===== src/rtl/mc_rfr_seq_if.sv =====
// Refresh sequencer bus: refresh timer handshake, controller idle status,
// refresh configuration and the SDRAM command outputs.
// master: the side that raises requests and observes commands.
// slave:  the refresh sequencer itself.
interface mc_rfr_seq_if #(
  parameter int NCS = 8
);
  logic           rfr_req;
  logic           rfr_ack;
  logic           mem_idle;
  logic           rfr_busy;
  logic [NCS-1:0] cs_need_rfr;
  logic [3:0]     trp;
  logic [3:0]     trfc;
  logic [1:0]     rfr_burst;
  logic [NCS-1:0] cs_n;
  logic [2:0]     cmd;
  logic           a10;

  modport master (
    output rfr_req, mem_idle, cs_need_rfr, trp, trfc, rfr_burst,
    input  rfr_ack, rfr_busy, cs_n, cmd, a10
  );

  modport slave (
    input  rfr_req, mem_idle, cs_need_rfr, trp, trfc, rfr_burst,
    output rfr_ack, rfr_busy, cs_n, cmd, a10
  );
endinterface


===== src/rtl/mc_rfr_seq.sv =====
// SDRAM refresh command sequencer. Waits for a refresh request while the
// controller is idle, acknowledges it, takes the command bus and issues
// (optionally) PRECHARGE-ALL followed by 1..4 AUTO REFRESH commands on
// every selected chip, with tRP/tRFC NOP spacing, then releases the bus.
// Optional feature macro: MC_RFR_PRE_EN (enables PRECHARGE-ALL + tRP wait).
// All outputs are registered; they are derived from the next state so they
// line up with the state they describe.
module mc_rfr_seq #(
  parameter int NCS = 8
) (
  input logic         clk,
  input logic         rst,
  mc_rfr_seq_if.slave bus
);

  localparam logic [2:0] CMD_NOP  = 3'b111;
  localparam logic [2:0] CMD_PRE  = 3'b010;
  localparam logic [2:0] CMD_AREF = 3'b001;

  typedef enum logic [2:0] {
    IDLE,
    GRANT,
    PRE,
    PRE_WAIT,
    REF,
    REF_WAIT
  } state_t;

  state_t         state_reg, state_next;
  logic [NCS-1:0] mask_reg, mask_next;
  logic [2:0]     rem_reg, rem_next;      // AUTO REFRESH commands still to issue
  logic [3:0]     timer_reg, timer_next;  // NOP cycles left in the current wait
  logic [3:0]     trfc_reg, trfc_next;

  logic           ack_reg, ack_next;
  logic           busy_reg, busy_next;
  logic [NCS-1:0] cs_n_reg, cs_n_next;
  logic [2:0]     cmd_reg, cmd_next;
  logic           a10_reg, a10_next;

`ifdef MC_RFR_PRE_EN
  logic [3:0]     trp_reg, trp_next;
`else
  // tRP has no meaning when banks are guaranteed closed on entry.
  logic           unused_trp;
  assign unused_trp = ^bus.trp;
`endif

  // State, shadow configuration and registered outputs.
  always_ff @(posedge clk or posedge rst) begin
    if (rst) begin
      state_reg <= IDLE;
      mask_reg  <= '0;
      rem_reg   <= '0;
      timer_reg <= '0;
      trfc_reg  <= '0;
      ack_reg   <= 1'b0;
      busy_reg  <= 1'b0;
      cs_n_reg  <= '1;
      cmd_reg   <= CMD_NOP;
      a10_reg   <= 1'b0;
`ifdef MC_RFR_PRE_EN
      trp_reg   <= '0;
`endif
    end else begin
      state_reg <= state_next;
      mask_reg  <= mask_next;
      rem_reg   <= rem_next;
      timer_reg <= timer_next;
      trfc_reg  <= trfc_next;
      ack_reg   <= ack_next;
      busy_reg  <= busy_next;
      cs_n_reg  <= cs_n_next;
      cmd_reg   <= cmd_next;
      a10_reg   <= a10_next;
`ifdef MC_RFR_PRE_EN
      trp_reg   <= trp_next;
`endif
    end
  end

  // Next-state logic, counters and next output values.
  always_comb begin
    state_next = state_reg;
    mask_next  = mask_reg;
    rem_next   = rem_reg;
    timer_next = timer_reg;
    trfc_next  = trfc_reg;
`ifdef MC_RFR_PRE_EN
    trp_next   = trp_reg;
`endif

    case (state_reg)
      IDLE: begin
        if (bus.rfr_req && bus.mem_idle) begin
          state_next = GRANT;
          // Configuration is frozen for the whole sequence.
          mask_next  = bus.cs_need_rfr;
          rem_next   = {1'b0, bus.rfr_burst} + 3'd1;
          trfc_next  = bus.trfc;
`ifdef MC_RFR_PRE_EN
          trp_next   = bus.trp;
`endif
        end
      end
      GRANT: begin
        if (mask_reg == '0) begin
          state_next = IDLE;  // nothing to refresh; the ack still went out
        end else begin
`ifdef MC_RFR_PRE_EN
          state_next = PRE;
`else
          state_next = REF;
`endif
        end
      end
`ifdef MC_RFR_PRE_EN
      PRE: begin
        state_next = PRE_WAIT;
        timer_next = (trp_reg == 4'd0) ? 4'd1 : trp_reg;
      end
      PRE_WAIT: begin
        if (timer_reg <= 4'd1) state_next = REF;
        else                   timer_next = timer_reg - 4'd1;
      end
`endif
      REF: begin
        state_next = REF_WAIT;
        rem_next   = rem_reg - 3'd1;
        timer_next = (trfc_reg == 4'd0) ? 4'd1 : trfc_reg;
      end
      REF_WAIT: begin
        if (timer_reg <= 4'd1) state_next = (rem_reg != 3'd0) ? REF : IDLE;
        else                   timer_next = timer_reg - 4'd1;
      end
      default: state_next = IDLE;
    endcase

    ack_next  = (state_next == GRANT);
    busy_next = (state_next != IDLE);
    cs_n_next = '1;
    cmd_next  = CMD_NOP;
    a10_next  = 1'b0;
    if (state_next == REF) begin
      cs_n_next = ~mask_next;
      cmd_next  = CMD_AREF;
    end
`ifdef MC_RFR_PRE_EN
    if (state_next == PRE) begin
      cs_n_next = ~mask_next;
      cmd_next  = CMD_PRE;
      a10_next  = 1'b1;  // precharge all banks
    end
`endif
  end

  assign bus.rfr_ack  = ack_reg;
  assign bus.rfr_busy = busy_reg;
  assign bus.cs_n     = cs_n_reg;
  assign bus.cmd      = cmd_reg;
  assign bus.a10      = a10_reg;

endmodule


===== src/flat_wrapper.sv =====
// flat-port wrapper written by rule: the top's interface ports become plain ports
module mc_rfr_seq_flat 
#(
  parameter int NCS = 8
)
  (clk, rst, bus_rfr_req, bus_mem_idle, bus_cs_need_rfr, bus_trp, bus_trfc, bus_rfr_burst, bus_rfr_ack, bus_rfr_busy, bus_cs_n, bus_cmd, bus_a10);
  mc_rfr_seq_if #(.NCS(NCS)) bus_i ();
  input logic clk;
  input logic rst;
  input wire logic [$bits(bus_i.rfr_req)-1:0] bus_rfr_req;
  input wire logic [$bits(bus_i.mem_idle)-1:0] bus_mem_idle;
  input wire logic [$bits(bus_i.cs_need_rfr)-1:0] bus_cs_need_rfr;
  input wire logic [$bits(bus_i.trp)-1:0] bus_trp;
  input wire logic [$bits(bus_i.trfc)-1:0] bus_trfc;
  input wire logic [$bits(bus_i.rfr_burst)-1:0] bus_rfr_burst;
  output wire logic [$bits(bus_i.rfr_ack)-1:0] bus_rfr_ack;
  output wire logic [$bits(bus_i.rfr_busy)-1:0] bus_rfr_busy;
  output wire logic [$bits(bus_i.cs_n)-1:0] bus_cs_n;
  output wire logic [$bits(bus_i.cmd)-1:0] bus_cmd;
  output wire logic [$bits(bus_i.a10)-1:0] bus_a10;
  assign bus_i.rfr_req = bus_rfr_req;
  assign bus_i.mem_idle = bus_mem_idle;
  assign bus_i.cs_need_rfr = bus_cs_need_rfr;
  assign bus_i.trp = bus_trp;
  assign bus_i.trfc = bus_trfc;
  assign bus_i.rfr_burst = bus_rfr_burst;
  assign bus_rfr_ack = bus_i.rfr_ack;
  assign bus_rfr_busy = bus_i.rfr_busy;
  assign bus_cs_n = bus_i.cs_n;
  assign bus_cmd = bus_i.cmd;
  assign bus_a10 = bus_i.a10;
  mc_rfr_seq #(.NCS(NCS)) u_core (.clk(clk), .rst(rst), .bus(bus_i));
endmodule

===== config.mk =====
export PLATFORM = sky130hd
export DESIGN_NAME = mc_rfr_seq_flat
export DESIGN_NICKNAME = d
export VERILOG_FILES = /design/src/rtl/mc_rfr_seq_if.sv /design/src/rtl/mc_rfr_seq.sv /design/src/flat_wrapper.sv
export SDC_FILE = /design/constraint.sdc
export NUM_CORES = 1
export LEC_CHECK = 0
export BUFFER_PORTS_ARGS = -buffer_cell sky130_fd_sc_hd__buf_4
export CAP_MARGIN = 20
export CORE_MARGIN = 2
export CORE_UTILIZATION = 42
export DETAILED_ROUTE_END_ITERATION = 16
export MAX_ROUTING_LAYER = met4
export PLACE_DENSITY = 0.66
export SLEW_MARGIN = 20
export SYNTH_ARGS = -nofsm -noshare
export SYNTH_HDL_FRONTEND = slang
export SYNTH_SLANG_ARGS = --single-unit

===== constraint.sdc =====
create_clock -name clk -period 4.3 [get_ports clk]
set_input_delay 0.43 -clock clk [delete_from_list [all_inputs] [get_ports clk]]
set_output_delay 0.43 -clock clk [all_outputs]
set_load 0.005 [all_outputs]

==> metrics <==
Final WS setup=2.194 ns; maximum VDD drop=0.2381 mV; Leak Pwr=0.8340 nW; global route hottest layer=met2; worst skew pair latency=0.33 ns; global-route wire length before repair=4.464 mm; Max Cap Violations=0; CTS tree=done; Worst Setup EP=u_core.rem_reg[2]; Final Skew=~0.0072 ns; Post-synth top flop=dfrtp_1; post-CTS sizing=0; register bit total from synthesis=33; most frequent cells in the layout=30 x buf_4, 24 x dfrtp_1, 14 x nand2_1; TNS Setup=0 ns; Worst Max-Slew Pin Slew=about 0.96 ns; reg-to-reg setup timing slack=2.19 ns; R2R depth=4; # hold bufs at CTS=0; Final #Nets=between 150 and 200; drt first-iter violations=27; Reg-to-Reg Start=u_core.state_reg[0]; CTS Sinks=33; WL/cell=12.55 um; CP Class=register to register; layout cell share with drive strength beyond 1=39.49%; Synth cell types=31; synth top area cells=dfrtp_1 41%, dfstp_2 16%, mux2_4 6.1%, mux2_2 4.6%, ha_1 4.2%; antenna violations before repair=0; data required time at the worst endpoint=4.52 ns; DRT Pass-1 Iters=4; critical path data arrival time=2.32 ns; RSZ-0062 raised after global routing=false; crit path time final=2.106 ns; Slew HR=35.63%; number of routed nets with antenna violations=0; total grt overflow=0; Synth area leader=dfrtp_1; num rows=21; Syn-to-layout area delta=21.27%; power per cell area=between 500 and 600 nW/um^2; Synth warnings=0; CTS H-tree lvls=2; DRC Markers=0; cts bufs inserted=5; Longest Clk Path Bufs=2; Synth Cell Area=1483 um^2; met1 Usage GRT=17.66%; final setup fails=0; # port buffers=29; RD Place Congestion=0.7588; largest net degree at the start of global routing=34; placed wire-length estimate=~1.8 mm; post-place setup slack=2.195 ns; ANT cells=0; CP startpoint=u_core.state_reg[0]; crit share post-route=48.98%; Die Height=63.42 um; via count=984; DR vias/cell=4.847; Avg Cell Area, Syn=11.96 um^2; GRT Overall Usage=14.75%; Final Hold Fails=0; WL final=2.547 mm; post-CTS setup buffer count=0; Initial Util=44.08%; Core ar.=between 3000 and 4000 um^2; count of final max-slew check failures=0; Ports=36; die width=63.42 um; Power Total=between 0.9 and 1 mW; status=finished, final reports clean; fmax=474.8 MHz; Root Driver=clkbuf_4; crit end category=register; Synth async-reset ratio=100.0%; GR Layer Usage met3=4.107%; largest fanout on the critical path=18; clock transition at the registers of the reported paths=0.10 ns; register area share after synthesis=56.46%; hold_ws=0.1743 ns; Yosys top cell area share=40.51%; met2 usage=between 20% and 30%; number of global-route vias before repair=998; DIE AREA=4021 um^2; Syn Inst Count=~120; r2r endpoint=u_core.rem_reg[2]; EDFF count, synth=0; most common cell after layout, fill and taps aside=buf_4; Worst setup SP type=register; Worst Hold Class=input port to async pin
layer usage:
metal	vias to the layer above	share of wire [%]
li1	479	-
met1	473	43
met2	27	50
met3	5	5.1
met4	0	1.5
met5	-	0
final cells by class:
cell class / count / area, um^2
clock buffers: 7 / 55.05
fillers: 333 / 1565
repair buffers: 30 / 225.2
well taps: 46 / 57.56
clock inverters: 1 / 30.03
inverters: 11 / 41.29
multi-input cells: 75 / 551.8
flip-flops and latches: 33 / 837.1
worst min-delay path by stage:
stage               slack (ns)               start                 end
global route              0.19                 rst  u_core.bus.rfr_ack
floorplan                 0.39  u_core.mask_reg[3]  u_core.bus.cs_n[3]
finish                    0.17                 rst  u_core.trfc_reg[0]
CTS                       0.19                 rst  u_core.trfc_reg[0]
detailed placement        0.41  u_core.mask_reg[3]  u_core.bus.cs_n[3]
global placement          0.41  u_core.mask_reg[3]  u_core.bus.cs_n[3]
Yosys cell counts, types with 2 or more instances:
cell type	instances
a21oi_1	2
a221o_1	2
a22oi_1	3
a2bb2oi_1	2
a31oi_1	3
buf_4	3
buf_6	3
conb_1	2
dfrtp_1	24
dfstp_2	9
ha_1	5
inv_1	11
mux2_2	6
mux2_4	6
nand2_1	14
nand3_1	3
nor2_1	7
nor3_1	4
nor4_1	2
o21ai_0	2
logic make-up after synthesis:
kind of cell / count (synthesis) / share of synthesized area [%]
adder cells (fa/ha/maj): 5 / 4.219
buffers and inverters: 17 / 6.582
AND/OR/NAND/NOR: 37 / 12.74
AO/OA/AOI/OAI: 17 / 8.187
multiplexers: 13 / 11.31
other: 2 / 0.5065
flip-flops: 33 / 56.46
critical path: stages (launching register included):
cell	delay, ns
dfrtp_1	0.47
or2_4	0.28
nor3_4	0.78
nor2_2	0.14
a221o_1	0.33
stage by stage:
step           cells  util (%)  cell area, um^2
2_1_floorplan    125         -             1486
3_3_place_gp     195     50.93             1713
3_5_place_dp     195     50.93             1713
4_1_cts          203     53.46             1798
5_1_grt          203     53.46             1798
6_report         203     53.46             1798
power breakdown:
group / switching [mW] / internal (mW)
clock: 0.104 / 0.139
combinational: 0.0994 / 0.135
sequential: 0.0706 / 0.396
No activity file was read; power rests on OpenSTA's default activity.
